File: src/rtl/fibo_ctrl_pkg.sv
// Shared types and constants for the Fibonacci sequencing controller.
// Holds the FSM state encoding, error codes and the error/overflow result patterns.
package fibo_ctrl_pkg;

  typedef enum logic [2:0] {
    ST_IDLE,
    ST_CHK,
    ST_B2B,
    ST_FIB,
    ST_B2D,
    ST_DONE
  } state_e;

  typedef enum logic [1:0] {
    ERR_NONE    = 2'd0,
    ERR_BCD     = 2'd1,
    ERR_OVF     = 2'd2,
    ERR_TIMEOUT = 2'd3
  } err_e;

  localparam logic [15:0] ERR_PATTERN = 16'hEEEE;
  localparam logic [15:0] OVF_PATTERN = 16'h9999;

  // True when both nibbles are legal decimal digits.
  function automatic logic bcd_ok(input logic [7:0] v);
    return (v[7:4] <= 4'd9) && (v[3:0] <= 4'd9);
  endfunction

endpackage

File: src/rtl/stage_timer.sv
// Per-stage watchdog: counts enabled cycles since the last clear and flags the
// cycle in which the stage has used up its LIMIT-cycle budget.
module stage_timer #(
  parameter int LIMIT = 1023
) (
  input  logic clk,
  input  logic rst_n,
  input  logic clear,
  input  logic enable,
  output logic expired
);

  localparam int W = (LIMIT < 2) ? 1 : $clog2(LIMIT + 1);
  localparam logic [W-1:0] LAST = W'(LIMIT - 1);

  logic [W-1:0] r_count;

  // Count saturates on the last cycle so a stalled FSM never wraps the timer.
  always_ff @(posedge clk or negedge rst_n) begin
    if (!rst_n) begin
      r_count <= '0;
    end else if (clear) begin
      r_count <= '0;
    end else if (enable && (r_count != LAST)) begin
      r_count <= r_count + 1'b1;
    end
  end

  assign expired = enable && (r_count == LAST);

endmodule

File: src/rtl/fibo_seq_ctrl.sv
// Sequences BCD index -> binary -> Fibonacci -> BCD result through three external
// units, with input validation, overflow detection and a per-stage watchdog.
module fibo_seq_ctrl
  import fibo_ctrl_pkg::*;
#(
  parameter int MAX_N       = 20,
  parameter int TIMEOUT_CYC = 1023
) (
  input  logic        clk,
  input  logic        rst_n,
  input  logic        start,
  input  logic [7:0]  bcd_in,
  output logic        b2b_start,
  output logic [7:0]  b2b_bcd,
  input  logic        b2b_done,
  input  logic [6:0]  b2b_bin,
  output logic        fib_start,
  output logic [4:0]  fib_n,
  input  logic        fib_done,
  input  logic [13:0] fib_f,
  output logic        bcd_start,
  output logic [13:0] bcd_bin,
  input  logic        bcd_done,
  input  logic [15:0] bcd_bcd,
  output logic [15:0] result_bcd,
  output logic        result_valid,
  output logic        done,
  output logic        busy,
  output logic [1:0]  err
);

  state_e      r_state, w_next;
  logic [7:0]  r_bcd;
  logic [4:0]  r_fib_n;
  logic [13:0] r_bcd_bin;
  logic [15:0] r_result;
  logic        r_valid;
  err_e        r_err;
  logic        r_b2b_start, r_fib_start, r_bcd_start;

  logic w_accept, w_chk_bad, w_b2b_ok, w_b2b_ovf, w_fib_ok, w_b2d_ok, w_timeout;
  logic w_in_stage, w_expired, w_clear;

  assign w_in_stage = (r_state == ST_B2B) || (r_state == ST_FIB) || (r_state == ST_B2D);
  assign w_clear    = (w_next != r_state);

  stage_timer #(.LIMIT(TIMEOUT_CYC)) u_stage_timer (
    .clk     (clk),
    .rst_n   (rst_n),
    .clear   (w_clear),
    .enable  (w_in_stage),
    .expired (w_expired)
  );

  always_ff @(posedge clk or negedge rst_n) begin
    if (!rst_n) r_state <= ST_IDLE;
    else        r_state <= w_next;
  end

  // A unit's done is checked before the watchdog so a same-cycle done wins.
  always_comb begin
    w_next    = r_state;
    w_accept  = 1'b0;
    w_chk_bad = 1'b0;
    w_b2b_ok  = 1'b0;
    w_b2b_ovf = 1'b0;
    w_fib_ok  = 1'b0;
    w_b2d_ok  = 1'b0;
    w_timeout = 1'b0;
    case (r_state)
      ST_IDLE, ST_DONE: begin
        if (start) begin
          w_accept = 1'b1;
          w_next   = ST_CHK;
        end else begin
          w_next = ST_IDLE;
        end
      end
      ST_CHK: begin
        if (!bcd_ok(r_bcd)) begin
          w_chk_bad = 1'b1;
          w_next    = ST_DONE;
        end else begin
          w_next = ST_B2B;
        end
      end
      ST_B2B: begin
        if (b2b_done) begin
          if (int'(b2b_bin) > MAX_N) begin
            w_b2b_ovf = 1'b1;
            w_next    = ST_DONE;
          end else begin
            w_b2b_ok = 1'b1;
            w_next   = ST_FIB;
          end
        end else if (w_expired) begin
          w_timeout = 1'b1;
          w_next    = ST_DONE;
        end
      end
      ST_FIB: begin
        if (fib_done) begin
          w_fib_ok = 1'b1;
          w_next   = ST_B2D;
        end else if (w_expired) begin
          w_timeout = 1'b1;
          w_next    = ST_DONE;
        end
      end
      ST_B2D: begin
        if (bcd_done) begin
          w_b2d_ok = 1'b1;
          w_next   = ST_DONE;
        end else if (w_expired) begin
          w_timeout = 1'b1;
          w_next    = ST_DONE;
        end
      end
      default: w_next = ST_IDLE;
    endcase
  end

  always_ff @(posedge clk or negedge rst_n) begin
    if (!rst_n) begin
      r_bcd       <= '0;
      r_fib_n     <= '0;
      r_bcd_bin   <= '0;
      r_result    <= '0;
      r_valid     <= 1'b0;
      r_err       <= ERR_NONE;
      r_b2b_start <= 1'b0;
      r_fib_start <= 1'b0;
      r_bcd_start <= 1'b0;
    end else begin
      r_b2b_start <= (w_next == ST_B2B) && (r_state != ST_B2B);
      r_fib_start <= (w_next == ST_FIB) && (r_state != ST_FIB);
      r_bcd_start <= (w_next == ST_B2D) && (r_state != ST_B2D);
      if (w_accept) begin
        r_bcd   <= bcd_in;
        r_valid <= 1'b0;
        r_err   <= ERR_NONE;
      end
      if (w_chk_bad || w_timeout) begin
        r_err    <= w_chk_bad ? ERR_BCD : ERR_TIMEOUT;
        r_result <= ERR_PATTERN;
      end
      if (w_b2b_ovf) begin
        r_err    <= ERR_OVF;
        r_result <= OVF_PATTERN;
      end
      if (w_b2b_ok) r_fib_n   <= b2b_bin[4:0];
      if (w_fib_ok) r_bcd_bin <= fib_f;
      if (w_b2d_ok) begin
        r_result <= bcd_bcd;
        r_err    <= ERR_NONE;
      end
      if (w_next == ST_DONE) r_valid <= 1'b1;
    end
  end

  assign b2b_start    = r_b2b_start;
  assign b2b_bcd      = r_bcd;
  assign fib_start    = r_fib_start;
  assign fib_n        = r_fib_n;
  assign bcd_start    = r_bcd_start;
  assign bcd_bin      = r_bcd_bin;
  assign result_bcd   = r_result;
  assign result_valid = r_valid;
  assign done         = (r_state == ST_DONE);
  assign busy         = (r_state == ST_CHK) || w_in_stage;
  assign err          = r_err;

endmodule

File: config.mk
export PLATFORM = sky130hd
export DESIGN_NAME = fibo_seq_ctrl
export DESIGN_NICKNAME = d
export VERILOG_FILES = /design/src/rtl/fibo_ctrl_pkg.sv /design/src/rtl/stage_timer.sv /design/src/rtl/fibo_seq_ctrl.sv
export SDC_FILE = /design/constraint.sdc
export NUM_CORES = 1
export LEC_CHECK = 0
export BUFFER_PORTS_ARGS = -buffer_cell sky130_fd_sc_hd__buf_2
export CORE_MARGIN = 2
export CORE_UTILIZATION = 40
export CTS_BUF_LIST = sky130_fd_sc_hd__clkbuf_16
export DETAILED_ROUTE_END_ITERATION = 16
export GPL_ROUTABILITY_DRIVEN = 0
export GPL_TIMING_DRIVEN = 0
export PLACE_DENSITY_LB_ADDON = 0.3
export SETUP_SLACK_MARGIN = 0.15
export SYNTH_ARGS = -nofsm -noshare
export SYNTH_HDL_FRONTEND = slang
export SYNTH_SLANG_ARGS = --single-unit
File: constraint.sdc
create_clock -name clk -period 2.15 [get_ports clk]
set_input_delay 0.1075 -clock clk [delete_from_list [all_inputs] [get_ports clk]]
set_output_delay 0.1075 -clock clk [all_outputs]
set_load 0.1 [all_outputs]
**Word level (Yosys, flattened, before mapping)**

Cells that the tools add are included.

- Add/sub/neg operators: 1
- Reduce and logical (&&, ||, !) cells: 16
- Equality and inequality tests: 15
- $lt $le $gt $ge: 3
- Multiplexer cells: 39

Operators with widths:

| operator | number |
|---|---|
| 16-bit 2-to-1 mux | 3 |
| 1-bit 2-to-1 mux | 21 |
| 10-bit 2-to-1 mux | 2 |
| 3-bit 2-to-1 mux | 6 |
| 3-bit case mux with 5 select lines | 1 |
| 3-bit by 2-bit equality test with 1-bit output (second input constant) | 4 |
| 3-bit equality test (second input constant) | 4 |
| 10-bit by 1-bit adder with 10-bit output (second input constant) | 1 |
| 10-bit equality test (second input constant) | 1 |
| 2-bit 2-to-1 mux | 5 |
| 10-bit inequality test (second input constant) | 1 |
| 4-bit less-or-equal comparator (second input constant) | 2 |
| 7-bit by 5-bit greater-than comparator with 1-bit output (second input constant) | 1 |
| 1-bit logical AND | 6 |
| 3-bit by 2-bit inequality test with 1-bit output (second input constant) | 2 |
| 1-bit logical OR | 4 |
| 2-bit nonzero test | 2 |
| 4-bit nonzero test | 1 |
| 3-bit by 1-bit equality test with 1-bit output (second input constant) | 1 |
| 3-bit logical NOT | 1 |
| 3-bit inequality test | 1 |
| 3-bit inequality test (second input constant) | 1 |
| 1-bit case mux with 3 select lines | 1 |
| 3-bit nonzero test | 1 |
| 2-bit OR reduction | 1 |

- Input port bits: 51
- Output and inout bits: 51
- Register bits: 62
- Word-level logic and storage cells: 85

**Longest topological paths before layout**

- Depth in word-level cells: 11
- Gate-level depth with buffers: 7
- Mapped depth without buffers: 7

**Modules after synthesis**

A second synthesis with hierarchy kept.

- Cells, all modules: 281
- Area, all modules: 2,801.4 um^2

By module, submodules not included:

| module | area an instance (um^2) | instances | cells an instance | sequential area each (um^2) |
|---|---|---|---|---|
| fibo_seq_ctrl | 2,232.1 | 1 | 223 | 1,301.2 |
| stage_timer | 569.3 | 1 | 58 | 250.2 |

**Worst setup path after synthesis**

OpenSTA, ideal clock, no wires.

- Path type: reg2reg
- Start point: register r_bcd[7] (netlist: b2b_bcd[7])
- End point: register u_stage_timer.r_count[0]
- Library setup time: 0.142 ns
- Buffers on the path: 0
- Cell stages (with the launch flop): 6
- Slack: -0.398 ns
- Data arrival time: 2.406 ns
- Clock period less this slack: 2.548 ns
- Data required time: 2.008 ns
- Path through: dfrtp_1 o21ai_0 a2111o_1 o311ai_4 mux2i_4 nor3_1

- Cells in the longest elaborated chain, start to end: 6
- Elaborated cells between the ends (all ways): 7
- Those cells by class: 1 x order compare; 1 x eq/ne; 3 x mux; 2 x reduce/logical

Ends and longest elaborated chain:

| item | RTL line | RTL |
|---|---|---|
| start, declared | fibo_seq_ctrl.sv:33 | `logic [7:0] r_bcd;` |
| start signal, assigned | fibo_seq_ctrl.sv:139 | `r_bcd <= bcd_in;` |
| 4-bit less-or-equal comparator (*) | fibo_ctrl_pkg.sv:26 | `return (v[7:4] <= 4'd9) && (v[3:0] <= 4'd9);` |
| 1-bit logical AND (*) | fibo_ctrl_pkg.sv:26 |  |
| 3-bit 2-to-1 mux (*) | fibo_seq_ctrl.sv:80 | `if (!bcd_ok(r_bcd)) begin` |
| 3-bit case mux with 5 select lines (*) | fibo_seq_ctrl.sv:70 | `case (r_state)` |
| 3-bit inequality test (*) | fibo_seq_ctrl.sv:45 | `assign w_clear = (w_next != r_state);` |
| 10-bit 2-to-1 mux / 2-bit nonzero test (equally long branches) | n/a |  |
| end signal, assigned | stage_timer.sv:25 | `r_count <= r_count + 1'b1;` |
| end, declared | stage_timer.sv:16 | `logic [W-1:0] r_count;` |

Mark *: on every way between the ends. The rest lies on a longest branch, timed or not.
A chain may end at the register's enable or synchronous reset.

**Final worst setup path**

- Start point: register r_state[1]
- End point: register u_stage_timer.r_count[2]

- Cells in the longest elaborated chain, start to end: 9
- Elaborated cells between the ends (all ways): 19
- Those cells by class: 6 x eq/ne; 6 x mux; 7 x reduce/logical

Ends and longest elaborated chain:

| item | RTL line | RTL |
|---|---|---|
| start, declared | fibo_seq_ctrl.sv:32 | `state_e r_state, w_next;` |
| start signal, assigned | fibo_seq_ctrl.sv:57 | `else r_state <= w_next;` |
| 3-bit by 2-bit equality test with 1-bit output | fibo_seq_ctrl.sv:44, fibo_seq_ctrl.sv:70 |  |
| 1-bit logical OR (2 in series) | fibo_seq_ctrl.sv:44 | `assign w_in_stage = (r_state == ST_B2B) \|\| (r_state == ST_FIB) \|\| (r_state == ST_B2D);` |
| 1-bit logical AND | stage_timer.sv:29 | `assign expired = enable && (r_count == LAST);` |
| 3-bit 2-to-1 mux | fibo_seq_ctrl.sv:96, fibo_seq_ctrl.sv:105, fibo_seq_ctrl.sv:114 |  |
| 3-bit 2-to-1 mux, on equally long branches | fibo_seq_ctrl.sv:111, fibo_seq_ctrl.sv:88, fibo_seq_ctrl.sv:102 |  |
| 3-bit case mux with 5 select lines | fibo_seq_ctrl.sv:70 |  |
| 3-bit inequality test | fibo_seq_ctrl.sv:45 |  |
| 10-bit 2-to-1 mux / 2-bit nonzero test (equally long branches) | n/a |  |

Several ways; a longest one is shown, not always the timed one.

==> metrics.txt <==
#FFs+latches synth=62; Initial Util=40.7%; Final Cell Area=4140 sq um; share of cells above drive strength 1=46.7%; final setup fails=0; ANT cells=0; normalized max-slew margin=61.4%; Reg2Reg Capture Point=u_stage_timer.r_count[2]; CP Buf/Inv Count=3; Worst-Skew Late Latency=0.32 ns; R2R Path Start=r_state[1]; vias in the first global route=2331; Mapped Nets=314; CTS tree=done; Netlist Area Pre-Place=2920 sq um; final worst slack=0.172 ns; pre-CTS setup slack=-0.0575 ns; Area Growth Syn to Fin=41.7%; Worst Tran Pin Value=0.579 ns; Via Count=2441; Critical Path AT=2.19 ns; post-synthesis simple-gate area fraction=19.0%; Port-buffer cells=101; FF-to-FF path depth=7; post-synthesis sequential area ratio=53.1%; Reg clk slew, reported paths=0.05 ns; crit-path max FO=10; Max stage delay on crit path=0.45 ns; chip height=89.4 microns; Yosys warnings=0; beginning of the worst hold path=bcd_bcd[4]; clock sinks=62; mux cell area share after synthesis=9.55%; DP Wirelength=4890 microns; DR vias/cell=4.93; Yosys cell types=51; fin crit share=92.0%; Final Slew Violations=0; fin crit period=1.98 ns; initial detailed-routing violation count=68; unrepaired setup endpoints after global routing=false; WS Path Type=reg -> reg; max_cap viols=0; Critical Path Sink Type=flop; Cells after Synth=261; Syn Area/Cell=11.2 sq um; Synth Area in Compound Gates=12.7%; total CTS buffers=9; worst-path cell chain=buf_2, xnor2_1, inv_1, a21oi_1, mux2i_4, buf_12, a2111oi_4; Top delay family on crit path=buffers and inverters; Yosys top cell by area=dfrtp_1; status=finished clean; Routed Wire Length=7020 microns; first-pass GRT wire length=10900 microns; placed cell area=3610 sq um; Overflow after GRT=0; first-pass iteration count of the detailed router=4; CORE AREA=7180 sq um; final setup skew=0.00752 ns; top cells by area, synth=dfrtp_1 53%, mux2_2 8.1%, nand2_1 5.1%; CTS Root Cell=clkbuf_16; largest net degree at the start of global routing=40; final-stage net count=447; H-tree Lvls=3; Die X=89.4 microns; Hold Path Cell Cnt=3; Residual DRC=0; area share of the leading cell type in the synthesized netlist=53.1%; largest family of logic cells by synthesized area=simple AND/OR/NAND/NOR gates; reg2reg setup slack=0.17 ns; Worst Setup Start Kind=flop; clk buf depth=2; adder-cell share of the synthesized area=0.857%; io pins=102; Worst EP required=2.36 ns; Synth Area in XOR/XNOR=2.10%; Final Hold Viols=0; Tot GR Track Use=18.2%; std cell rows=31; CP max stage cell=dfrtp_1; die area=8000 sq um; final antenna-violating net count=0; total negative slack=0 ns; Min-Delay Path Class=in -> reg; utilization after layout=57.7%; wire per inst=14.2 microns; Max Fclk=506 MHz; WHS Endpoint=result_bcd[4]; initial antenna violation count=0
placed cells by master (no fill, tap or decap), types with 2 or more instances in the layout:
master / instances
nand2b_1: 2
and2b_1: 2
ha_1: 2
buf_6: 2
nor2_2: 2
nor2b_1: 5
a21oi_1: 12
nor2_1: 16
nor3_1: 11
dlygate4sd3_1: 13
buf_2: 104
xnor2_1: 6
o21ai_1: 3
or2_2: 2
o21bai_1: 2
mux2_2: 21
clkbuf_16: 9
o211ai_1: 2
nand3_2: 2
nand2_2: 2
inv_1: 7
nor4b_4: 2
o21ai_0: 13
inv_2: 2
dfrtp_1: 55
dfrtp_4: 6
buf_12: 2
o22a_1: 4
nand2_1: 37
nand4_1: 2
buf_4: 7
cell type report:
type | count | area, sq um
Sequential cell | 62 | 1580
Timing Repair Buffer | 122 | 721
Multi-Input combinational cell | 182 | 1350
Tap cell | 99 | 124
Fill cell | 611 | 3040
Buffer | 8 | 53.8
Clock inverter | 4 | 51.3
Inverter | 9 | 33.8
Clock buffer | 9 | 225
cell usage after synthesis, drive strengths merged:
cell	count
and2b	2
and4	1
nor3b	1
a22oi	1
nand4bb	1
nand3	3
nor2b	5
nor2	18
o22a	4
o41ai	1
xnor2	7
dfrtp	62
o311ai	1
inv	9
nand4	3
o211ai	2
clkbuf	2
nor3	12
o211a	1
nand2	40
a31oi	1
mux2i	3
a21oi	13
nor4b	4
a211oi	1
o221ai	1
and2	1
o21ai	17
a211o	1
a2111oi	1
nor4	2
nand2b	2
nand3b	1
o31ai	1
o21bai	2
buf	6
or2	3
a2111o	1
a21o	1
ha	2
mux2	21
worst register-to-register path, cell delays in order, from the launching register on:
cell       delay [ns]
dfrtp_1          0.45
buf_2            0.33
xnor2_1          0.22
inv_1            0.09
a21oi_1          0.24
mux2i_4          0.12
buf_12           0.16
a2111oi_4        0.26
sequential cells by signal, indices dropped and copies added (netlist names):
name,count
fib_start,1
bcd_start,1
r_state,3
fib_n,5
err,2
result_bcd,16
b2b_bcd,8
b2b_start,1
bcd_bin,14
u_stage_timer.r_count,10
result_valid,1
kinds of logic after synthesis:
family / Yosys count
flip-flops: 62
buffers and inverters: 17
adder cells (fa/ha/maj): 2
AND/OR/NAND/NOR: 99
AO/OA/AOI/OAI: 50
XOR/XNOR: 7
multiplexers: 24
through the flow:
step | hold WS (ns) | std cells
global placement | 0.302 | 461
floorplan | -0.188 | 261
CTS | 0.000560 | 490
global route | 0.00363 | 495
detailed placement | 0.138 | 462
finish | 0.00450 | 495
routing by layer:
| layer | up-vias | wire length, microns | GRT usage (%) |
|---|---|---|---|
| met4 | 0 | 102 | 8.55 |
| met5 | - | 0 | 0 |
| met3 | 7 | 289 | 4.43 |
| met1 | 1177 | 3260 | 23.3 |
| met2 | 70 | 3370 | 29.2 |
| li1 | 1187 | - | - |
how the worst max path moves through the flow:
stage	start	end	slack, ns	cells after the start
finish	r_state[1]	u_stage_timer.r_count[2]	0.17	7
global route	r_state[1]	u_stage_timer.r_count[2]	0.1	7
CTS	r_state[0]	result_bcd[1]	0.15	7
detailed placement	r_state[0]	result_bcd[11]	-0.06	6
global placement	r_state[0]	result_bcd[3]	-0.09	6
floorplan	b2b_bcd[1]	u_stage_timer.r_count[0]	0.1	5
timing repair:
action                     in CTS  in global routing
hold buffers                   13                  0
buffers inserted                2                  5
setup endpoints to repair      29                 30
cloned                          0                  0
hold endpoints to repair       35                  0
pin swaps                       2                  3
gates resized for setup         8                  9
Power is not shown: default switching activity piles up to over one toggle a cycle in this logic, so the estimate is an artifact.
